==> src/rtl/spinet_pkg.sv <==
// Shared packet layout for the spinet SPI-to-ring packet network.
// A slot/packet is a flat 16-bit word; the helpers pull out the routing fields.
package spinet_pkg;
    localparam int PKT_W   = 16;
    localparam int ADDR_W  = 3;
    localparam int VALID   = 15;
    localparam int RSVD    = 14;
    localparam int DST_HI  = 13;
    localparam int DST_LO  = 11;
    localparam int SRC_HI  = 10;
    localparam int SRC_LO  = 8;
    localparam int DATA_HI = 7;
    localparam int DATA_LO = 0;

    function automatic logic [ADDR_W-1:0] pkt_dst(input logic [PKT_W-1:0] w);
        return w[DST_HI:DST_LO];
    endfunction

    function automatic logic [PKT_W-1:0] pkt_stamp_src(input logic [PKT_W-1:0] w,
                                                       input logic [ADDR_W-1:0] src);
        logic [PKT_W-1:0] r;
        r = w;
        r[SRC_HI:SRC_LO] = src;
        return r;
    endfunction
endpackage

==> src/rtl/spinet_node.sv <==
// One spinet node: mode-0 SPI slave with input synchronisers, one-word tx/rx
// buffers, and the capture/inject/pass decision for its ring slot.
module spinet_node
    import spinet_pkg::*;
#(
    parameter int N       = 6,
    parameter int NODE_ID = 0
) (
    input  logic             clk,
    input  logic             reset,
    input  logic             mosi,
    input  logic             sck,
    input  logic             ss,
    output logic             miso,
    output logic             txrdy,
    output logic             rxrdy,
    input  logic [PKT_W-1:0] slot_in,
    output logic [PKT_W-1:0] slot_out
);
    logic [1:0]       sck_sy, ss_sy, mosi_sy;
    logic             sck_d, ss_d;
    logic             sck_s, ss_s, mosi_s;
    logic [PKT_W-1:0] shift, tx_buf, rx_buf;
    logic [4:0]       cnt;
    logic             tx_full, rx_full;
    logic             ss_fall, ss_rise, sck_rise, accept, cap, inj, dst_ok;

    assign sck_s  = sck_sy[1];
    assign ss_s   = ss_sy[1];
    assign mosi_s = mosi_sy[1];

    // Select resets to idle-high so a reset mid-transfer restarts cleanly.
    always_ff @(posedge clk) begin
        if (reset) begin
            sck_sy  <= '0;
            ss_sy   <= 2'b11;
            mosi_sy <= '0;
            sck_d   <= 1'b0;
            ss_d    <= 1'b1;
        end else begin
            sck_sy  <= {sck_sy[0], sck};
            ss_sy   <= {ss_sy[0], ss};
            mosi_sy <= {mosi_sy[0], mosi};
            sck_d   <= sck_s;
            ss_d    <= ss_s;
        end
    end

    always_comb begin
        ss_fall  = ss_d & ~ss_s;
        ss_rise  = ~ss_d & ss_s;
        sck_rise = ~sck_d & sck_s & ~ss_s;
        accept   = ss_rise && (cnt == 5'd16) && shift[VALID] && !tx_full;
        cap      = slot_in[VALID] && (pkt_dst(slot_in) == ADDR_W'(NODE_ID)) && !rx_full;
        inj      = !cap && !slot_in[VALID] && tx_full;
        dst_ok   = int'(pkt_dst(tx_buf)) < N;
    end

    always_ff @(posedge clk) begin
        if (reset) begin
            shift    <= '0;
            cnt      <= '0;
            tx_buf   <= '0;
            rx_buf   <= '0;
            tx_full  <= 1'b0;
            rx_full  <= 1'b0;
            slot_out <= '0;
        end else begin
            if (ss_fall) begin
                shift   <= rx_full ? rx_buf : '0;
                rx_full <= 1'b0;
                cnt     <= '0;
            end else if (sck_rise) begin
                shift <= {shift[PKT_W-2:0], mosi_s};
                if (cnt != 5'h1f) cnt <= cnt + 5'd1;
            end
            if (accept) begin
                tx_buf  <= shift;
                tx_full <= 1'b1;
            end
            // Capture is gated on the registered rx_full, so a same-cycle drain wins.
            if (cap) begin
                rx_buf   <= slot_in;
                rx_full  <= 1'b1;
                slot_out <= '0;
            end else if (inj) begin
                tx_full  <= 1'b0;
                slot_out <= dst_ok ? pkt_stamp_src(tx_buf, ADDR_W'(NODE_ID)) : '0;
            end else begin
                slot_out <= slot_in;
            end
        end
    end

    // ss_d low too, so the stale shift word never leaks in the cycle before the load.
    assign miso  = ~ss_s & ~ss_d & shift[PKT_W-1];
    assign txrdy = ~tx_full;
    assign rxrdy = rx_full;
endmodule

==> src/rtl/spinet.sv <==
// spinet top: N SPI-slave nodes joined by a unidirectional ring of 16-bit slots.
// slot[k] is registered in node k and feeds node (k+1) mod N.
module spinet
    import spinet_pkg::*;
#(
    parameter int N = 6
) (
    input  logic         clk,
    input  logic         reset,
    input  logic [N-1:0] mosi,
    input  logic [N-1:0] sck,
    input  logic [N-1:0] ss,
    output logic [N-1:0] miso,
    output logic [N-1:0] txrdy,
    output logic [N-1:0] rxrdy
);
    logic [PKT_W-1:0] slot [N];

    for (genvar k = 0; k < N; k++) begin : g_node
        localparam int PREV = (k + N - 1) % N;
        spinet_node #(.N(N), .NODE_ID(k)) u_node (
            .clk      (clk),
            .reset    (reset),
            .mosi     (mosi[k]),
            .sck      (sck[k]),
            .ss       (ss[k]),
            .miso     (miso[k]),
            .txrdy    (txrdy[k]),
            .rxrdy    (rxrdy[k]),
            .slot_in  (slot[PREV]),
            .slot_out (slot[k])
        );
    end
endmodule

==> config.mk <==
export PLATFORM = sky130hd
export DESIGN_NAME = spinet
export DESIGN_NICKNAME = d
export VERILOG_FILES = /design/src/rtl/spinet_pkg.sv /design/src/rtl/spinet_node.sv /design/src/rtl/spinet.sv
export SDC_FILE = /design/constraint.sdc
export NUM_CORES = 1
export LEC_CHECK = 0
export CAP_MARGIN = 25
export CORE_ASPECT_RATIO = 1.25
export CORE_MARGIN = 4
export CORE_UTILIZATION = 30
export CTS_CLUSTER_DIAMETER = 60
export DETAILED_ROUTE_END_ITERATION = 10
export PLACE_DENSITY = 0.45
export REMOVE_ABC_BUFFERS = 1
export SLEW_MARGIN = 5
export SYNTH_ARGS = -nofsm -noshare
export SYNTH_HDL_FRONTEND = slang
export SYNTH_SLANG_ARGS = --single-unit
==> constraint.sdc <==
create_clock -name clk -period 2.2 [get_ports clk]
set_input_delay 0.44 -clock clk [delete_from_list [all_inputs] [get_ports clk]]
set_output_delay 0.44 -clock clk [all_outputs]
set_load 0.02 [all_outputs]
==> impl_metrics.csv, run 1 <==
group,metric,value,unit
critical_path,regToRegEndpoint,"g_node[3].u_node.cnt[1]",
yosys,synth_top_area_frac,0.509,
placement,dp_cells,2617,
clock_network,post_cts_buffers,0,
die,die_y,281,um
yosys,async_flop_share,0,
critical_path,cp_common_cell,"nor2b_1",
critical_path,arrival,1.68,ns
hold_path,hold_depth,2,
global_routing,overflow,0,
clock_network,hold_buffers,0,
yosys,yosys.area_share.adder,0.0126,
global_routing,grt_start_max_net_pins,51,
clock_network,cts_tree,"yes",
job,maxCapViolations,0,
yosys,avgSynthCellArea,9.31,um^2
die,ios,38,
pwr,p_per_area,856,mW/mm^2
detailed_routing,viasPerCell,5.02,
placement,numPortBuffers,37,
yosys,yosysUniqueCellTypes,47,
cells_and_area,final_cell_count_no_fill,2707,
die,die_w,227,um
yosys,synth_top_family_by_area,"simple AND/OR/NAND/NOR gates",
global_routing,grt_pass1_wl,76.9,mm
critical_path,worst-setup-path-type,"register to primary output",
timing,rsz0062_at_grt,"no",
clock_network,clock_latency,0.58,ns
detailed_routing,vias,13595,
placement,gp_congestion,0.768,
global_routing,grt_pass1_vias,13699,
pwr,total_power,17.8,mW
critical_path,crit_chain,"nor2b_1 -> nor2b_1 -> dlygate4sd2_1",
yosys,synth_mux_area_frac,0.0508,
detailed_routing,drt_pass1_iterations,5,
die,start_util,0.305,
cells_and_area,area_growth,15.9,%
hold_path,hold-path-endpoint,"g_node[2].u_node.mosi_sy[1]",
yosys,synth_xor_area_frac,0.00293,
timing,hold_viol,0,
yosys,synth-edff-count,0,
yosys,yosysWarnings,0,
yosys,synth-compound-area-share,0.166,
detailed_routing,wl,47.2,mm
yosys,syn_inst,1925,
critical_path,crit-reg2reg-launch,"g_node[3].u_node.cnt[0]",
global_routing,antenna_found_initial,0,
yosys,synth_simple_gate_area_frac,0.210,
placement,dp_hpwl,31.0,mm
clock_network,clock_path_buffers,3,
timing,finalSetupViolCount,0,
die,fp-row-count,99,
yosys,yosys.area.top_type,"dfxtp_1",
timing,drv_slew,0,
critical_path,cp-end-kind,"primary output",
timing,fin_crit,2.12,ns
critical_path,slowest_delay,0.35,ns
timing,slew_headroom,0.467,
cells_and_area,n_antenna_cell,0,
status,status,"completed",
global_routing,grt.total_usage,0.147,
pwr,power_leakage,7.44,nW
cells_and_area,drive_above_1_share,0.113,
detailed_routing,drtIter0Drc,746,
critical_path,crit_fanout,3,
hold_path,hp-class,"input pin to register",
yosys,synth_area,0.0179,mm^2
hold_path,min_from,"reset",
yosys,synth_seq_cells,456,
cells_and_area,fillers,6026,
detailed_routing,drc,0,
critical_path,rr_worst_depth,7,
yosys,synth_flop_cell,"dfxtp_1",
pwr,max-vdd-ir-drop,0.000531,V
critical_path,cpMaxStageDelayCell,"dlygate4sd2_1",
timing,clock-skew-final,0.0178,ns
timing,fmax,472,MHz
clock_network,numCtsBuffers,49,
cells_and_area,nNetsFinal,1949,
detailed_routing,ant_nets,0,
timing,tightest_slew,0.800,ns
detailed_routing,avgRoutedWirePerCell,17.5,um
timing,finalCritPeriodShare,0.964,
die,dieArea,0.0637,mm^2
clock_network,ctsResizeCount,9,
critical_path,start_kind,"register",
clock_network,cts_root_buf,"clkbuf_16",
clock_network,clkTransAtPathRegs,0.06,ns
clock_network,h-tree-depth,2,
critical_path,r2r_setup_slack,0.31,ns
yosys,synth.area.top_cells,"dfxtp_1 51%, nand2_1 6.7%, mux2i_1 5.1%, nand3_1 3.5%, a22o_1 3.5%",
critical_path,cp.required,1.76,ns
clock_network,cts_sinks,456,
yosys,synth_seq_area_share,0.509,
die,core,0.0587,mm^2
-- Yosys cell counts (2+ instances only) --
cell type    n
nand4_1      6
nand3b_1    12
nand2b_1    74
buf_4       22
nor2_1      27
and2_1      17
nand2_1    319
or2_2       18
o21a_1      18
a21o_1      13
dfxtp_1    456
a22o_1      72
nor2b_1     55
nor4b_2      6
nand4b_1     4
buf_6        3
inv_1       24
o221a_2     20
nand4bb_1    3
o21ai_1      2
buf_2       16
nor4bb_1     4
a31oi_1     66
nor3_1      44
and4_1       4
clkbuf_1   122
nand3_1    126
buf_1        9
and3_1      17
mux2i_1     91
ha_1        18
or3_1        6
o21ai_0      4
o21ba_2      5
a31o_2      12
o311ai_0    60
xnor2_1      6
a2111oi_0   21
a21oi_1    115
-- power by group --
part	total, mW	internal [mW]	switching (mW)
clock network	8.64	5.18	3.46
registers	8.48	8.38	0.0935
logic	0.659	0.255	0.404
-- stage by stage --
stage                     hold WS [ns]  area (um^2)  setup WS, ns  utilization  TNS (ns)
after global routing             0.197        20800       0.00935        0.354         0
final                            0.190        20800        0.0802        0.354         0
after CTS                        0.175        20800       0.00830        0.354         0
after global placement           0.391        19100         0.343        0.325         0
after floorplan                  0.389        17200         -1.46            -   -267.84
after detailed placement         0.394        19100         0.304        0.325         0
-- placed cells by master, fill, tap and decap left out, types with 17 or more instances in the layout --
cell type / netlist / layout
o311ai_0: 60 / 60
o21a_1: 18 / 18
and3_1: 17 / 17
dfxtp_1: 456 / 452
clkdlybuf4s50_1: 0 / 27
a2111oi_0: 21 / 21
o221a_2: 20 / 20
buf_4: 22 / 65
inv_1: 24 / 24
a31oi_1: 66 / 66
nand2b_1: 74 / 74
nor2_1: 27 / 27
ha_1: 18 / 18
nor2b_1: 55 / 54
clkbuf_16: 0 / 51
mux2i_1: 91 / 91
nand2_1: 319 / 319
nor3_1: 44 / 44
a22o_1: 72 / 72
or2_2: 18 / 18
a21oi_1: 115 / 115
nand3_1: 126 / 126
and2_1: 17 / 17
-- worst max-delay path, delay by kind of cell, from the launching register on --
family / cells / cell delay (ns)
AND/OR/NAND/NOR: 2 / 0.41
buffers and inverters: 1 / 0.35
flip-flops: 1 / 0.34
-- cell type report --
cell class                      instances  area [um^2]  share of cell area
Timing Repair Buffer                  107          965              0.0464
Sequential cell                       456         9130               0.440
Multi-Input combinational cell       1272         7940               0.382
Clock inverter                         16          224              0.0108
Inverter                               25         98.8             0.00476
Clock buffer                           74         1460              0.0704
Tap cell                              757          947              0.0456
-- kinds of logic (layout without fill, tap and decap cells) --
group / count (synthesis) / count (layout)
xor+xnor: 6 / 6
flops: 456 / 456
compound gates: 409 / 409
buf+inv: 197 / 222
fa+ha+maj: 18 / 18
mux: 91 / 91
simple gates: 748 / 748
-- sequential cells by signal, summed over array words and instances (netlist names), 12 cells and up --
register and flops:
g_node.u_node.sck_sy 12, g_node.u_node.cnt 30, g_node.u_node.ss_sy 12, g_node.u_node.tx_buf 78
g_node.u_node.mosi_sy 12, g_node.u_node.rx_buf 96, g_node.u_node.shift 96, g_node.u_node.slot_out 96
-- per-layer routing --
layer,vias up,global-route usage,wire [um]
li1,6796,-,-
met3,77,0.0221,1470
met1,6532,0.190,21700
met2,190,0.253,22700
met4,0,0.0487,1310
met5,-,0,0
-- how the worst max path moves through the flow --
| stage | start | end | slack [ns] | cells after the start |
|---|---|---|---|---|
| floorplan | reset | g_node[1].u_node.slot_out[0] | -1.46 | 3 |
| global placement | g_node[3].u_node.cnt[0] | g_node[3].u_node.cnt[1] | 0.34 | 7 |
| detailed placement | g_node[3].u_node.cnt[0] | g_node[3].u_node.cnt[1] | 0.30 | 7 |
| CTS | g_node[1].u_node.shift[15] | miso[1] | 0.008 | 3 |
| global route | g_node[1].u_node.shift[15] | miso[1] | 0.009 | 3 |
| finish | g_node[1].u_node.shift[15] | miso[1] | 0.08 | 3 |
Note: power is estimated with default switching activity, not from simulation.
==> run 2, diff against run 1 <==
Settings changed: SKIP_LAST_GASP set to 1.
==> results of run 2 <==
Final layout, timing and power as in run 1 (identical DEF).
==> run 3, diff against run 2 <==
Settings changed: CTS_CLUSTER_SIZE set to 14, SETUP_SLACK_MARGIN set to 0.05.
==> run 3 against run 2 <==
Critical path depth unchanged. Register-to-register slack about the same. Clock skew decreased by 0.0025 ns. Global-route usage decreased by 0.050 points. Largest power group is now sequential cells. Sequential share of layout area increased by 1.1 points.
==> impl_metrics.csv, run 3 (same netlist as run 1, synthesis figures left out) <==
group,metric,value,unit
die,fp-row-count,99,
critical_path,slowest_delay,0.34,ns
detailed_routing,avgRoutedWirePerCell,17.5,um
placement,placed_area,0.0191,mm^2
pwr,p_int,12.3,mW
critical_path,worst-setup-path-type,"register to primary output",
detailed_routing,wl,47.0,mm
timing,tns,0,ns
global_routing,grt_start_max_net_pins,51,
job,maxCapViolations,0,
die,ios,38,
timing,drv_slew,0,
timing,rsz0062_at_grt,"yes",
pwr,max-vdd-ir-drop,0.000498,V
cells_and_area,n_antenna_cell,0,
placement,gp_congestion,0.768,
detailed_routing,viasPerCell,5.04,
cells_and_area,final_cell_mix,"451 x dfxtp_1, 319 x nand2_1, 126 x nand3_1",
clock_network,numCtsBuffers,41,
die,dieArea,0.0637,mm^2
cells_and_area,nNetsFinal,1941,
pwr,pwr-share-comb,0.041,
cells_and_area,area_growth,13.2,%
cells_and_area,fin_area,0.0203,mm^2
pwr,power_leakage,7.18,nW
timing,finalCritPeriodShare,0.952,
pwr,switchingPower,3.70,mW
die,core,0.0587,mm^2
global_routing,use_met3,0.0217,
global_routing,grt.met1_usage,0.191,
critical_path,worst-path-buf-inv,1,
pwr,p_per_area,787,mW/mm^2
critical_path,cp-end-kind,"primary output",
clock_network,clock_path_buffers,3,
global_routing,overflow,0,
detailed_routing,vias,13498,
placement,preCtsSetupSlack,0.304,ns
global_routing,grt.total_usage,0.147,
critical_path,arrival,1.66,ns
clock_network,cts_sinks,456,
timing,whs,0.198,ns
clock_network,post_cts_buffers,0,
placement,numPortBuffers,37,
clock_network,h-tree-depth,2,
critical_path,crit_fanout,3,
timing,hold_viol,0,
timing,clock-skew-final,0.0153,ns
die,start_util,0.305,
critical_path,cpMaxStageDelayCell,"dfxtp_1",
timing,slew_headroom,0.468,
pwr,netSwitchingFraction,0.232,
placement,dp_hpwl,31.0,mm
timing,fin_crit,2.10,ns
pwr,clock_power_share,0.428,
cells_and_area,final_common_cell,"dfxtp_1",
global_routing,antenna_found_initial,0,
detailed_routing,drtIter0Drc,727,
critical_path,cp_common_cell,"nor2b_1",
global_routing,grtUsageMet2,0.251,
timing,fin_ws,0.105,ns
critical_path,start_kind,"register",
detailed_routing,drt_pass1_iterations,5,
die,die_y,281,um
global_routing,grt.busiest_layer,"met2",
global_routing,grt_pass1_vias,13571,
cells_and_area,reg_top3,"g_node.u_node.rx_buf (96), g_node.u_node.shift (96), g_node.u_node.slot_out (96)",
cells_and_area,drive_above_1_share,0.104,
clock_network,clkTransAtPathRegs,0.06,ns
detailed_routing,ant_nets,0,
critical_path,crit_chain,"nor2b_1 -> nor2b_1 -> clkdlybuf4s15_1",
critical_path,cp.required,1.76,ns
clock_network,clock_latency,0.57,ns
timing,tightest_slew,0.798,ns
status,status,"completed",
clock_network,cts_root_buf,"clkbuf_16",
hold_path,hp-class,"input pin to register",
global_routing,grt_pass1_wl,76.6,mm
clock_network,cts_tree,"yes",
timing,finalSetupViolCount,0,
timing,fmax,477,MHz
die,die_w,227,um
detailed_routing,drc,0,
critical_path,cp_top_family,"simple AND/OR/NAND/NOR gates",
pwr,seq_power_share,0.530,
run 3: changes by cell type in the layout (fill, tap and decap cells not counted):
cell             delta
dfxtp_2             +1
inv_8               -1
clkinvlp_4          +1
dfxtp_1             -1
clkbuf_1            -7
bufinv_16           -5
dlymetal6s2s_1      -1
clkinv_2            -1
clkbuf_16           -8
clkdlybuf4s15_1     +1
clkbuf_8            -7
run 3: repair_timing:
item / 4_1_cts / 5_1_grt
endpoints found under the setup margin: 13 / 2
hold buffers: 0 / 0
resized for setup: 13 / 2
run 3: layer usage:
metal	wire length [um]	part of all wire
met5	0	0
met4	1250	0.027
met3	1450	0.031
met2	22700	0.48
met1	21600	0.46
run 3: power groups by stage:
stage	sequential [mW]	clock, mW	combinational [mW]
CTS	8.47	7.11	0.668
detailed placement	8.66	0	0.667
global route	8.48	7.41	0.736
floorplan	8.64	0	0.372
global placement	8.66	0	0.659
finish	8.47	6.84	0.659
run 3: area by class of cell:
cell class | count | area (um^2)
Sequential cell | 456 | 9140
Tap cell | 757 | 947
Clock buffer | 52 | 1140
Timing Repair Buffer | 107 | 962
Multi-Input combinational cell | 1272 | 7940
Clock inverter | 10 | 65.1
Fill cell | 6057 | 38400
Inverter | 25 | 98.8
run 3: through the flow:
stage                     cells  power [mW]   util
after global placement     2617        9.32  0.325
after CTS                  2679        16.2  0.345
after detailed placement   2617        9.33  0.325
after global routing       2679        16.6  0.346
after floorplan            1753        9.01      -
final                      2679        16.0  0.346
run 3: final timing paths:
check / start / endpoint / slack (ns) / depth (start not counted)
max: g_node[1].u_node.shift[15] / miso[1] / 0.10 / 3
min: reset / g_node[2].u_node.mosi_sy[1] / 0.20 / 2
max reg2reg: g_node[3].u_node.cnt[0] / g_node[3].u_node.cnt[1] / 0.31 / 7
min reg2reg: g_node[2].u_node.ss_sy[0] / g_node[2].u_node.ss_sy[1] / 0.41 / 1
run 3: worst reg2reg max path: cells and delay by family (launching register included):
family / cells / cell delay, ns
DFF: 1 / 0.34
muxes: 1 / 0.19
and+or+nand+nor: 3 / 0.59
adders and majority gates: 2 / 0.44
buffers and inverters: 1 / 0.21
